===== src/rtl/pipeline_ctrl_pkg.sv =====
// Shared definitions for the pipeline hazard/sequencing controller.
//   ctrl_state_t      : controller state encoding (also exported on o_ctrl_state for debug)
//   REGISTER_SIZE_DEF : default register address width
package pipeline_ctrl_pkg;

   localparam int unsigned REGISTER_SIZE_DEF = 5;

   typedef enum logic [2:0] {
      STARTUP    = 3'd0,
      RUN        = 3'd1,
      LOAD_STALL = 3'd2,
      REDIRECT   = 3'd3,
      EX_WAIT    = 3'd4
   } ctrl_state_t;

endpackage


===== src/rtl/pipeline_controller_load_use_detect.sv =====
// Combinational load-use hazard detector.
// Flags when the execute stage holds a load whose (non-x0) destination is read
// by the valid instruction currently in decode.
//   i_d_valid, i_d_rs1_used, i_d_rs2_used, i_d_rs1_addr, i_d_rs2_addr : decode fields
//   i_e_valid, i_e_dm_read_enable, i_e_rd_addr                        : execute fields
//   o_load_use                                                        : hazard present
module load_use_detect
   import pipeline_ctrl_pkg::*;
#(
   parameter int unsigned REGISTER_SIZE = REGISTER_SIZE_DEF
) (
   input  logic                     i_d_valid,
   input  logic                     i_d_rs1_used,
   input  logic                     i_d_rs2_used,
   input  logic [REGISTER_SIZE-1:0] i_d_rs1_addr,
   input  logic [REGISTER_SIZE-1:0] i_d_rs2_addr,
   input  logic                     i_e_valid,
   input  logic                     i_e_dm_read_enable,
   input  logic [REGISTER_SIZE-1:0] i_e_rd_addr,
   output logic                     o_load_use
);

   logic w_e_load;
   logic w_rs1_hit;
   logic w_rs2_hit;

   // x0 is never a real producer, so loads targeting it cannot cause a hazard
   assign w_e_load   = i_e_valid & i_e_dm_read_enable & (i_e_rd_addr != '0);
   assign w_rs1_hit  = i_d_rs1_used & (i_d_rs1_addr == i_e_rd_addr);
   assign w_rs2_hit  = i_d_rs2_used & (i_d_rs2_addr == i_e_rd_addr);
   assign o_load_use = w_e_load & i_d_valid & (w_rs1_hit | w_rs2_hit);

endmodule


===== src/rtl/pipeline_controller.sv =====
// Central hazard and sequencing controller for the five-stage core.
// Drives PC / stage-register enables and bubble flushes from the decode and
// execute stage state; keeps saturating stall and flush performance counters.
//   i_clk, i_rst (async, active high)
//   i_d_*            : decode stage status (valid, sources, taken redirect)
//   i_e_*            : execute stage status (valid, load, destination)
//   i_ex_busy        : multi-cycle execute unit not finished
//   i_cnt_clear      : synchronous clear of both counters
//   o_pc_enable, o_f_to_d_enable_ff, o_d_to_e_enable_ff, o_f_to_d_flush, o_d_to_e_flush
//   o_stall_count, o_flush_count : performance counters
//   o_ctrl_state     : current state encoding (debug)
module pipeline_controller
   import pipeline_ctrl_pkg::*;
#(
   parameter int unsigned REGISTER_SIZE = REGISTER_SIZE_DEF,
   parameter int unsigned RESET_HOLD    = 2,
   parameter int unsigned CNT_WIDTH     = 32
) (
   input  logic                     i_clk,
   input  logic                     i_rst,
   input  logic                     i_d_valid,
   input  logic                     i_d_rs1_used,
   input  logic                     i_d_rs2_used,
   input  logic [REGISTER_SIZE-1:0] i_d_rs1_addr,
   input  logic [REGISTER_SIZE-1:0] i_d_rs2_addr,
   input  logic                     i_d_redirect,
   input  logic                     i_e_valid,
   input  logic                     i_e_dm_read_enable,
   input  logic [REGISTER_SIZE-1:0] i_e_rd_addr,
   input  logic                     i_ex_busy,
   input  logic                     i_cnt_clear,
   output logic                     o_pc_enable,
   output logic                     o_f_to_d_enable_ff,
   output logic                     o_d_to_e_enable_ff,
   output logic                     o_f_to_d_flush,
   output logic                     o_d_to_e_flush,
   output logic [CNT_WIDTH-1:0]     o_stall_count,
   output logic [CNT_WIDTH-1:0]     o_flush_count,
   output logic [2:0]               o_ctrl_state
);

   localparam int unsigned HOLD_W = (RESET_HOLD > 1) ? $clog2(RESET_HOLD) : 1;
   localparam logic [HOLD_W-1:0] HOLD_INIT = HOLD_W'(RESET_HOLD - 1);

   ctrl_state_t           r_state;
   ctrl_state_t           w_state_d;
   logic [HOLD_W-1:0]     r_hold;
   logic [HOLD_W-1:0]     w_hold_d;
   logic [CNT_WIDTH-1:0]  r_stall_cnt;
   logic [CNT_WIDTH-1:0]  r_flush_cnt;
   logic                  w_load_use;
   logic                  w_lu_eff;
   logic                  w_rd_eff;
   logic                  w_stall_inc;
   logic                  w_flush_inc;

   load_use_detect #(
      .REGISTER_SIZE (REGISTER_SIZE)
   ) u_load_use_detect (
      .i_d_valid          (i_d_valid),
      .i_d_rs1_used       (i_d_rs1_used),
      .i_d_rs2_used       (i_d_rs2_used),
      .i_d_rs1_addr       (i_d_rs1_addr),
      .i_d_rs2_addr       (i_d_rs2_addr),
      .i_e_valid          (i_e_valid),
      .i_e_dm_read_enable (i_e_dm_read_enable),
      .i_e_rd_addr        (i_e_rd_addr),
      .o_load_use         (w_load_use)
   );

   // One-cycle masks: after a load stall the value is forwarded from memory;
   // after a redirect the decode slot holds the bubble.
   assign w_lu_eff = w_load_use & (r_state != LOAD_STALL);
   assign w_rd_eff = i_d_valid & i_d_redirect & (r_state != REDIRECT);

   always_comb begin
      w_state_d          = r_state;
      w_hold_d           = r_hold;
      o_pc_enable        = 1'b1;
      o_f_to_d_enable_ff = 1'b1;
      o_d_to_e_enable_ff = 1'b1;
      o_f_to_d_flush     = 1'b0;
      o_d_to_e_flush     = 1'b0;
      w_stall_inc        = 1'b0;
      w_flush_inc        = 1'b0;

      case (r_state)
         STARTUP: begin
            o_pc_enable    = 1'b0;
            o_f_to_d_flush = 1'b1;
            o_d_to_e_flush = 1'b1;
            if (r_hold == '0) begin
               w_state_d = RUN;
            end else begin
               w_hold_d = r_hold - 1'b1;
            end
         end
         // RUN, LOAD_STALL, REDIRECT and EX_WAIT share one priority chain;
         // EX_WAIT with ex_busy low behaves exactly like RUN.
         default: begin
            if (i_ex_busy) begin
               o_pc_enable        = 1'b0;
               o_f_to_d_enable_ff = 1'b0;
               o_d_to_e_enable_ff = 1'b0;
               w_stall_inc        = 1'b1;
               w_state_d          = EX_WAIT;
            end else if (w_lu_eff) begin
               o_pc_enable        = 1'b0;
               o_f_to_d_enable_ff = 1'b0;
               o_d_to_e_flush     = 1'b1;
               w_stall_inc        = 1'b1;
               w_state_d          = LOAD_STALL;
            end else if (w_rd_eff) begin
               o_f_to_d_flush = 1'b1;
               w_flush_inc    = 1'b1;
               w_state_d      = REDIRECT;
            end else begin
               w_state_d = RUN;
            end
         end
      endcase
   end

   always_ff @(posedge i_clk or posedge i_rst) begin
      if (i_rst) begin
         r_state <= STARTUP;
         r_hold  <= HOLD_INIT;
      end else begin
         r_state <= w_state_d;
         r_hold  <= w_hold_d;
      end
   end

   // Saturating counters; clear beats a same-cycle increment.
   always_ff @(posedge i_clk or posedge i_rst) begin
      if (i_rst) begin
         r_stall_cnt <= '0;
         r_flush_cnt <= '0;
      end else if (i_cnt_clear) begin
         r_stall_cnt <= '0;
         r_flush_cnt <= '0;
      end else begin
         if (w_stall_inc && (r_stall_cnt != '1)) begin
            r_stall_cnt <= r_stall_cnt + CNT_WIDTH'(1);
         end
         if (w_flush_inc && (r_flush_cnt != '1)) begin
            r_flush_cnt <= r_flush_cnt + CNT_WIDTH'(1);
         end
      end
   end

   assign o_stall_count = r_stall_cnt;
   assign o_flush_count = r_flush_cnt;
   assign o_ctrl_state  = r_state;

endmodule


===== config.mk =====
export PLATFORM = sky130hd
export DESIGN_NAME = pipeline_controller
export DESIGN_NICKNAME = d
export VERILOG_FILES = /design/src/rtl/pipeline_ctrl_pkg.sv /design/src/rtl/pipeline_controller_load_use_detect.sv /design/src/rtl/pipeline_controller.sv
export SDC_FILE = /design/constraint.sdc
export NUM_CORES = 1
export LEC_CHECK = 0
export ABC_CLOCK_PERIOD_IN_PS = 3000
export BUFFER_PORTS_ARGS = -buffer_cell sky130_fd_sc_hd__buf_4
export CAP_MARGIN = 20
export CORE_ASPECT_RATIO = 2
export CORE_MARGIN = 3
export CORE_UTILIZATION = 48
export DETAILED_ROUTE_END_ITERATION = 10
export PLACE_DENSITY = 0.73
export SLEW_MARGIN = 40
export SYNTH_ARGS = -nofsm -noshare
export SYNTH_HDL_FRONTEND = slang
export SYNTH_SLANG_ARGS = --single-unit

===== constraint.sdc =====
create_clock -name i_clk -period 3 [get_ports i_clk]
set_input_delay 0.45 -clock i_clk [delete_from_list [all_inputs] [get_ports i_clk]]
set_output_delay 0.45 -clock i_clk [all_outputs]
set_load 0.02 [all_outputs]

* Word-level counts from Yosys, hierarchy flattened
Cells that the tools add are included.
Storage, ports and cells: bits in registers 68, input bits 25
Cells by class: bitwise operators 10, reductions and logical operators 6, equal/unequal tests 7, add/subtract/negate cells 3, mux-type cells 26
Operators with widths (number):
- two-way mux 32 bit | 4
- adder 32 x 1 -> 32 bit (second input constant) | 2
- inequality test 32 bit (second input constant) | 2
- two-way mux 1 bit | 17
- equality test 5 bit | 2
- AND 1 bit | 9
- two-way mux 3 bit | 3
- inequality test 3 x 2 -> 1 bit (second input constant) | 2
- nonzero test 5 bit | 1
- two-way mux 2 bit | 2
- nonzero test 2 bit | 2
- zero test 3 bit | 1
- logical AND 1 bit | 2
- inequality test 2 bit (second input constant) | 1
- bitwise OR 1 bit | 1
- subtractor 1 bit (second input constant) | 1

* Longest topological paths before layout
Gate-level depths: netlist (run 1).
depth after elaboration 11, gate-level depth with buffers 9

* Modules after synthesis
From an unflattened synthesis (run 1), not the netlist that was laid out.
Second synthesis, totals: cells, all modules 418, area total of the unflattened synthesis 3822.4 µm²
Modules (own cells, without submodules):
- pipeline_controller | cells an instance 401, instances 1, area an instance 3691.0 µm²
- load_use_detect | cells an instance 17, instances 1, area an instance 131.4 µm²

* Worst setup path before layout (run 1)
Ideal clock, no wire load.
kind reg-to-reg, start point register r_flush_cnt[5], in the netlist o_flush_count[5], end point register r_flush_cnt[29], in the netlist o_flush_count[29], setup slack 0.754 ns, data required time 2.875 ns, library setup time 0.125 ns, arrival time 2.122 ns, cell stages (with the launch flop) 8, path through dfrtp_1 and4_4 nand2_1 nor2_1 nand2_1 nor3_1 and3_1 mux2_2
Between the ends: cells in the longest elaborated chain, start to end 3
Ends and longest elaborated chain:
- from (decl) | line pipeline_controller.sv:50 | logic [CNT_WIDTH-1:0] r_flush_cnt;
- from (signal assigned) | line pipeline_controller.sv:147 | r_flush_cnt <= r_flush_cnt + CNT_WIDTH'(1);
- adder 32 x 1 -> 32 bit / inequality test 32 bit (equally long branches) | line pipeline_controller.sv:147, pipeline_controller.sv:146
- two-way mux 32 bit / logical AND 1 bit (equally long branches) | line pipeline_controller.sv:146 | if (w_flush_inc && (r_flush_cnt != '1)) begin
- two-way mux 32 bit / nonzero test 2 bit (equally long branches)
Several ways; a longest one is shown, not always the timed one. The select of a mux whose other input is x is not followed. A chain may end at the register's enable or synchronous reset.

* Worst setup path in the final report (run 1)
start point register r_flush_cnt[0], in the netlist o_flush_count[0], end point register r_flush_cnt[29], in the netlist o_flush_count[29]
The elaborated chain is that of the path after synthesis.

==> impl_metrics.yaml, run 1 <==
cts:
  clk_latency_ps: 330
  clk_pin_slew_ps: 50
  cts_setup_buffers: 0
  postCtsHoldBufs: 0
  clock_tree_root_buffer_cell: "sky130_fd_sc_hd__clkbuf_16"
  cts_sinks: 68
  cts-resized-gates: 0
  tritoncts: "done"
  cts.htree.levels: 3
  numCtsBuffers: 9
  cts-root-to-sink-buffers: 2
global_routing:
  grtUsageTotal: 0.2338
  grt_pass1_vias: 3415
  largest_net_degree_at_the_start_of_global_routing: 72
  antenna_violations_before_repair: 0
  grt_first_pass_wirelength_mm: 16.27
  grt_remaining_overflow: 0
sta:
  setup-tns-final_ps: 0
  worstMarginPinSlew_ps: 703.7
  unrepaired_setup_endpoints_after_global_routing: "false"
  finalWorstPathRequiredPeriod_ps: 2649
  timing.slew.headroom: 0.5309
  finalHoldViolCount: 0
  clock-skew-final_ps: 3.889
  final_min_period_over_clock_period: 0.8829
  setup_violations: 0
  fmax_mhz: 377.6
  timing_max_transition_violations_final: 0
yosys:
  synth_top_cell_by_area: "sky130_fd_sc_hd__dfrtp_1"
  synth_seq_cells: 68
  syn_area_per_cell_sq_um: 8.823
  synth_xor_area_frac: 0.1255
  synth_adder_area_share: 0.006642
  main_combinational_cell_family_by_area_after_synthesis: "simple AND/OR/NAND/NOR gates"
  synth_cell_type_count: 44
  post_synth_main_area_contributors: "sky130_fd_sc_hd__dfrtp_1 45%, sky130_fd_sc_hd__xnor2_1 7.4%, sky130_fd_sc_hd__nor2_1 6.0%"
  yosysTopAreaCellShare: 0.4450
  yosysWarningCount: 0
  synth_edf_count: 0
  synthSimpleGateAreaFrac: 0.3012
  netlist_instances: 427
  synth-seq-area-share: 0.4520
  netlist_area_sq_um: 3767
  synth-compound-area-share: 0.07008
  ys_async_sr_fraction: 1.000
  synth_top_flop_cell: "sky130_fd_sc_hd__dfrtp_1"
  yosys-mux-area-fraction: 0.008635
  synth_nets: 454
final_layout:
  drive_gt1_frac: 0.2444
  final_net_count: 556
  antenna_cells_inserted: 0
  nFillCells: 698
  synthToLayoutAreaGrowth_pct: 29.59
  layoutNonFillerInstCount: 626
setup_path:
  rr_worst_depth: 8
  worstPathMaxFanout: 10
  reg2reg_from: "o_flush_count[0]"
  critical_path_class: "register to register"
  worstReg2RegEnd: "o_flush_count[29]"
  critPathArrivalTime_ps: 2860
  reg2reg_slack_ps: 350
  path_common_cell: "sky130_fd_sc_hd__nor3_1"
  worst_path_cell_with_the_longest_stage_delay: "sky130_fd_sc_hd__nor3_1"
  slowest_delay_ps: 570
  critPathCaptureType: "register"
  crit_path_leading_delay_family: "simple AND/OR/NAND/NOR gates"
  critical_path.cell_chain: "ha_1 > nand2_1 > nor3_1 > buf_4 > a41o_1 > nor3_1 > and3_1 > mux2_2"
  cp-start-kind: "register"
  cp.required_ps: 3210
  crit_buf_inv: 1
power:
  vdd_drop_max_uv: 301.0
  power.density_cell_area_nw_per_um2: 430.4
  leakage_power_of_the_design_nw: 2.207
  report.power.total_mw: 2.101
die:
  core_region_area_sq_um: 7601
  floorplan.die.height_microns: 131.3
  num_io_pins: 97
  rows: 45
  die_area_sq_um: 9012
  chipWidth_microns: 68.65
  initial_core_util: 0.4956
flow_run:
  drv_cap: 0
placement:
  dpl.cell_count: 612
  io_buffer_count: 96
  rd_place_congestion: 0.9237
  detailedPlacementHpwl_mm: 7.503
detailed_routing:
  detail_route.wirelength_mm: 10.01
  detail_route.drc_violations: 0
  route.detailed.wl_per_inst_microns: 15.99
  viasPerCell: 5.633
  routed-via-count: 3526
  iteration_0_drc_markers: 222
  antenna_violating_nets_left: 0
  drt_pre_antenna_iters: 4
min_path:
  min-delay-path-class: "input port to asynchronous set/reset pin"
status:
  outcome: "completed"
power breakdown:
part / total [mW] / internal, mW / switching (mW)
combinational: 0.228 / 0.0853 / 0.143
clock: 0.934 / 0.567 / 0.367
sequential: 0.939 / 0.928 / 0.0111
total: 2.10 / 1.58 / 0.521
cells by family after synthesis:
group / Yosys count
AND/OR/NAND/NOR: 224
flip-flops: 68
adder cells (fa/ha/maj): 2
buffers and inverters: 33
XOR/XNOR: 54
AO/OA/AOI/OAI: 43
multiplexers: 3
cells in the mapped netlist (all sizes together), types with 2 or more instances:
cell type	instances
a21oi	15
a41o	2
and2	4
and3	10
and4	2
buf	7
clkbuf	11
dfrtp	67
ha	2
inv	15
mux2	2
nand2	37
nand3	31
nand4	26
nor2	60
nor2b	7
nor3	17
nor4	9
o21ai	12
o31ai	4
or3	8
or4	8
xnor2	32
xor2	22
per-layer routing:
| layer | up-vias | GRT usage | routed length, microns |
|---|---|---|---|
| li1 | 1690 | - | - |
| met1 | 1736 | 0.2511 | 3689 |
| met2 | 83 | 0.4226 | 5745 |
| met3 | 17 | 0.02908 | 366 |
| met4 | 0 | 0.1107 | 206 |
| met5 | - | 0 | 0 |
worst max-delay path by stage:
| stage | cells after the start | from | to |
|---|---|---|---|
| 2_1_floorplan | 7 | o_flush_count[5] | o_flush_count[29] |
| 3_3_place_gp | 7 | i_e_rd_addr[0] | o_flush_count[29] |
| 3_5_place_dp | 7 | i_e_rd_addr[0] | o_flush_count[29] |
| 4_1_cts | 8 | o_flush_count[0] | o_flush_count[29] |
| 5_1_grt | 8 | o_flush_count[0] | o_flush_count[27] |
| 6_report | 8 | o_flush_count[0] | o_flush_count[29] |
flip-flops by register name, summed over array words and instances (netlist names):
register / count
r_hold: 1
o_flush_count: 32
o_stall_count: 32
o_ctrl_state: 3
cells in the final DEF, fill, tap and decap left out, types with 8 or more instances in the layout:
cell type / count
sky130_fd_sc_hd__buf_4: 109
sky130_fd_sc_hd__xnor2_1: 32
sky130_fd_sc_hd__dfrtp_1: 67
sky130_fd_sc_hd__xor2_1: 22
sky130_fd_sc_hd__o21ai_0: 12
sky130_fd_sc_hd__nor2_1: 60
sky130_fd_sc_hd__a21oi_1: 15
sky130_fd_sc_hd__or4_1: 8
sky130_fd_sc_hd__inv_1: 14
sky130_fd_sc_hd__clkbuf_16: 9
sky130_fd_sc_hd__nand2_1: 37
sky130_fd_sc_hd__nor4_1: 9
sky130_fd_sc_hd__or3_1: 8
sky130_fd_sc_hd__nand3_1: 31
sky130_fd_sc_hd__nor3_1: 16
sky130_fd_sc_hd__nand4_1: 26
sky130_fd_sc_hd__and3_1: 10
through the flow:
| stage | worst slack [ps] | utilization | hold slack [ps] | instance area [sq um] |
|---|---|---|---|---|
| finish | 351.4 | 0.6423 | 100.3 | 4882 |
| global route | 212.5 | 0.6423 | 116.2 | 4882 |
| CTS | 391.6 | 0.6423 | 106.5 | 4882 |
| detailed placement | 385.5 | 0.6084 | 454.3 | 4624 |
| global placement | 413.4 | 0.6084 | 448.5 | 4624 |
| floorplan | 753.5 | - | 470.9 | 3767 |
area by class of cell:
class	instances	area (sq um)	share of cell area
well taps	94	117.6	0.02409
flip-flops and latches	68	1703	0.3488
repair buffers	109	818.3	0.1676
inverters	15	56.30	0.01153
clock inverters	3	15.01	0.003075
multi-input cells	326	1929	0.3952
clock buffers	11	242.7	0.04972
(Power assumes the default switching activity.)
==> run 2, diff against run 1 <==
- CORE_UTILIZATION: 48 -> 40
- CTS_CLUSTER_SIZE: unset -> 28
- PLACE_DENSITY: 0.73 -> unset
==> impl_metrics.yaml, run 2 (synthesis gave the netlist of run 1 again) <==
status:
  outcome: "completed"
setup_path:
  worstSetupStartpoint: "o_flush_count[0]"
  cp.required_ps: 3250
  reg2reg_from: "o_flush_count[0]"
  critical_path_class: "register to register"
  worstPathMaxFanout: 19
  slowest_delay_ps: 580
  cp-start-kind: "register"
  critPathArrivalTime_ps: 2770
  crit_buf_inv: 0
  critical_path.cell_chain: "ha_1 > nand2_1 > nor3_1 > a41o_1 > or2_1 > or4_1 > a21oi_1"
  critPathCaptureType: "register"
  crit_path_leading_delay_family: "simple AND/OR/NAND/NOR gates"
  worst_path_cell_with_the_longest_stage_delay: "sky130_fd_sc_hd__or4_1"
global_routing:
  grt_pass1_vias: 3448
  grt_first_pass_wirelength_mm: 17.07
  antenna_violations_before_repair: 0
  largest_net_degree_at_the_start_of_global_routing: 72
  grt_remaining_overflow: 0
  grtUsageTotal: 0.2080
detailed_routing:
  detail_route.drc_violations: 0
  routed-via-count: 3496
  drt_pre_antenna_iters: 4
  antenna_violating_nets_left: 0
  route.detailed.wl_per_inst_microns: 16.47
  detail_route.wirelength_mm: 10.46
  viasPerCell: 5.506
  iteration_0_drc_markers: 171
final_layout:
  synthToLayoutAreaGrowth_pct: 31.58
  nFillCells: 886
  multiInputGateArea_sq_um: 1929
  layout.area.seq_sq_um: 1703
  final_common_cell: "sky130_fd_sc_hd__buf_4"
  antenna_cells_inserted: 0
  most-common-layout-cells: "107 x sky130_fd_sc_hd__buf_4, 67 x sky130_fd_sc_hd__dfrtp_1, 60 x sky130_fd_sc_hd__nor2_1, 37 x sky130_fd_sc_hd__nand2_1, 32 x sky130_fd_sc_hd__xnor2_1"
  layoutNonFillerInstCount: 635
  drive_gt1_frac: 0.2458
  final_net_count: 555
cts:
  cts-root-to-sink-buffers: 2
  cts_setup_buffers: 0
  cts-resized-gates: 0
  cts.htree.levels: 3
  clk_latency_ps: 330
  postCtsHoldBufs: 0
  tritoncts: "done"
  clk_pin_slew_ps: 60
  cts_sinks: 68
  numCtsBuffers: 9
  clock_tree_root_buffer_cell: "sky130_fd_sc_hd__clkbuf_16"
placement:
  detailedPlacementHpwl_mm: 7.778
  preCtsSetupSlack_ps: 485.0
  io_buffer_count: 96
  dpl.cell_count: 619
  rd_place_congestion: 0.7975
sta:
  unrepaired_setup_endpoints_after_global_routing: "false"
  setup_violations: 0
  final.setup.worst_slack_ps: 479.0
  finalHoldViolCount: 0
  fmax_mhz: 396.7
  finalWorstPathRequiredPeriod_ps: 2521
  worstMarginPinSlew_ps: 735.6
  fin_worst_hold_slack_ps: 241.9
  clock-skew-final_ps: 5.585
  timing.slew.headroom: 0.5096
  final_min_period_over_clock_period: 0.8403
  setup-tns-final_ps: 0
  timing_max_transition_violations_final: 0
power:
  leakage_power_of_the_design_nw: 2.236
  power.density_cell_area_nw_per_um2: 464.8
  vdd_drop_max_uv: 456.1
die:
  die_area_sq_um: 10690
  rows: 49
  floorplan.die.height_microns: 143.2
  chipWidth_microns: 74.63
  initial_core_util: 0.4152
  core_region_area_sq_um: 9074
  num_io_pins: 97
flow_run:
  drv_cap: 0
min_path:
  min-delay-path-class: "input port to asynchronous set/reset pin"
-- run 2: cell types whose count changed in the layout (fill, tap and decap cells not counted), sizes merged --
cell / delta
bufinv: +2
buf: -1
-- run 2: final timing paths --
check | end | slack, ps | depth (start not counted)
hold reg to reg | r_hold | 490 | 1
min in group i_clk | o_ctrl_state[2] | 360 | 3
setup / recovery | o_flush_count[31] | 480 | 7
max in group asynchronous | r_hold | 2060 | 3
hold / removal | o_stall_count[12] | 240 | 2
setup reg to reg | o_flush_count[31] | 480 | 7
-- run 2: area by class of cell --
type	count	share of cell area
repair buffers	108	0.1661
well taps	102	0.02574
clock buffers	11	0.04897
multi-input cells	326	0.3892
inverters	15	0.01136
flip-flops and latches	68	0.3435
clock inverters	5	0.01514
-- run 2: worst reg2reg max path, stage by stage (launching register included) --
cell and delay [ps]:
sky130_fd_sc_hd__dfrtp_1 440, sky130_fd_sc_hd__ha_1 280, sky130_fd_sc_hd__nand2_1 160, sky130_fd_sc_hd__nor3_1 120
sky130_fd_sc_hd__a41o_1 280, sky130_fd_sc_hd__or2_1 430, sky130_fd_sc_hd__or4_1 580, sky130_fd_sc_hd__a21oi_1 160
-- run 2: where the power goes --
part | total [mW] | internal [mW] | switching (mW) | leakage, nW
sequential | 0.940 | 0.928 | 0.0118 | 0.941
clock | 1.13 | 0.746 | 0.383 | 0.159
combinational | 0.236 | 0.0888 | 0.148 | 1.14
total | 2.30 | 1.76 | 0.542 | 2.24
-- run 2: layer usage --
metal,up-vias,track usage,part of all wire
met5,-,0,0
met4,0,0.07598,0.021
met3,16,0.04369,0.041
met2,86,0.3865,0.59
met1,1698,0.2216,0.35
li1,1696,-,-
-- run 2: per-stage QoR --
step,area [sq um],power (mW),utilization
after detailed placement,4639,1.196,0.5113
after CTS,4957,2.331,0.5463
after global routing,4957,2.402,0.5463
final,4957,2.304,0.5463
after global placement,4639,1.194,0.5113
after floorplan,3767,1.089,-
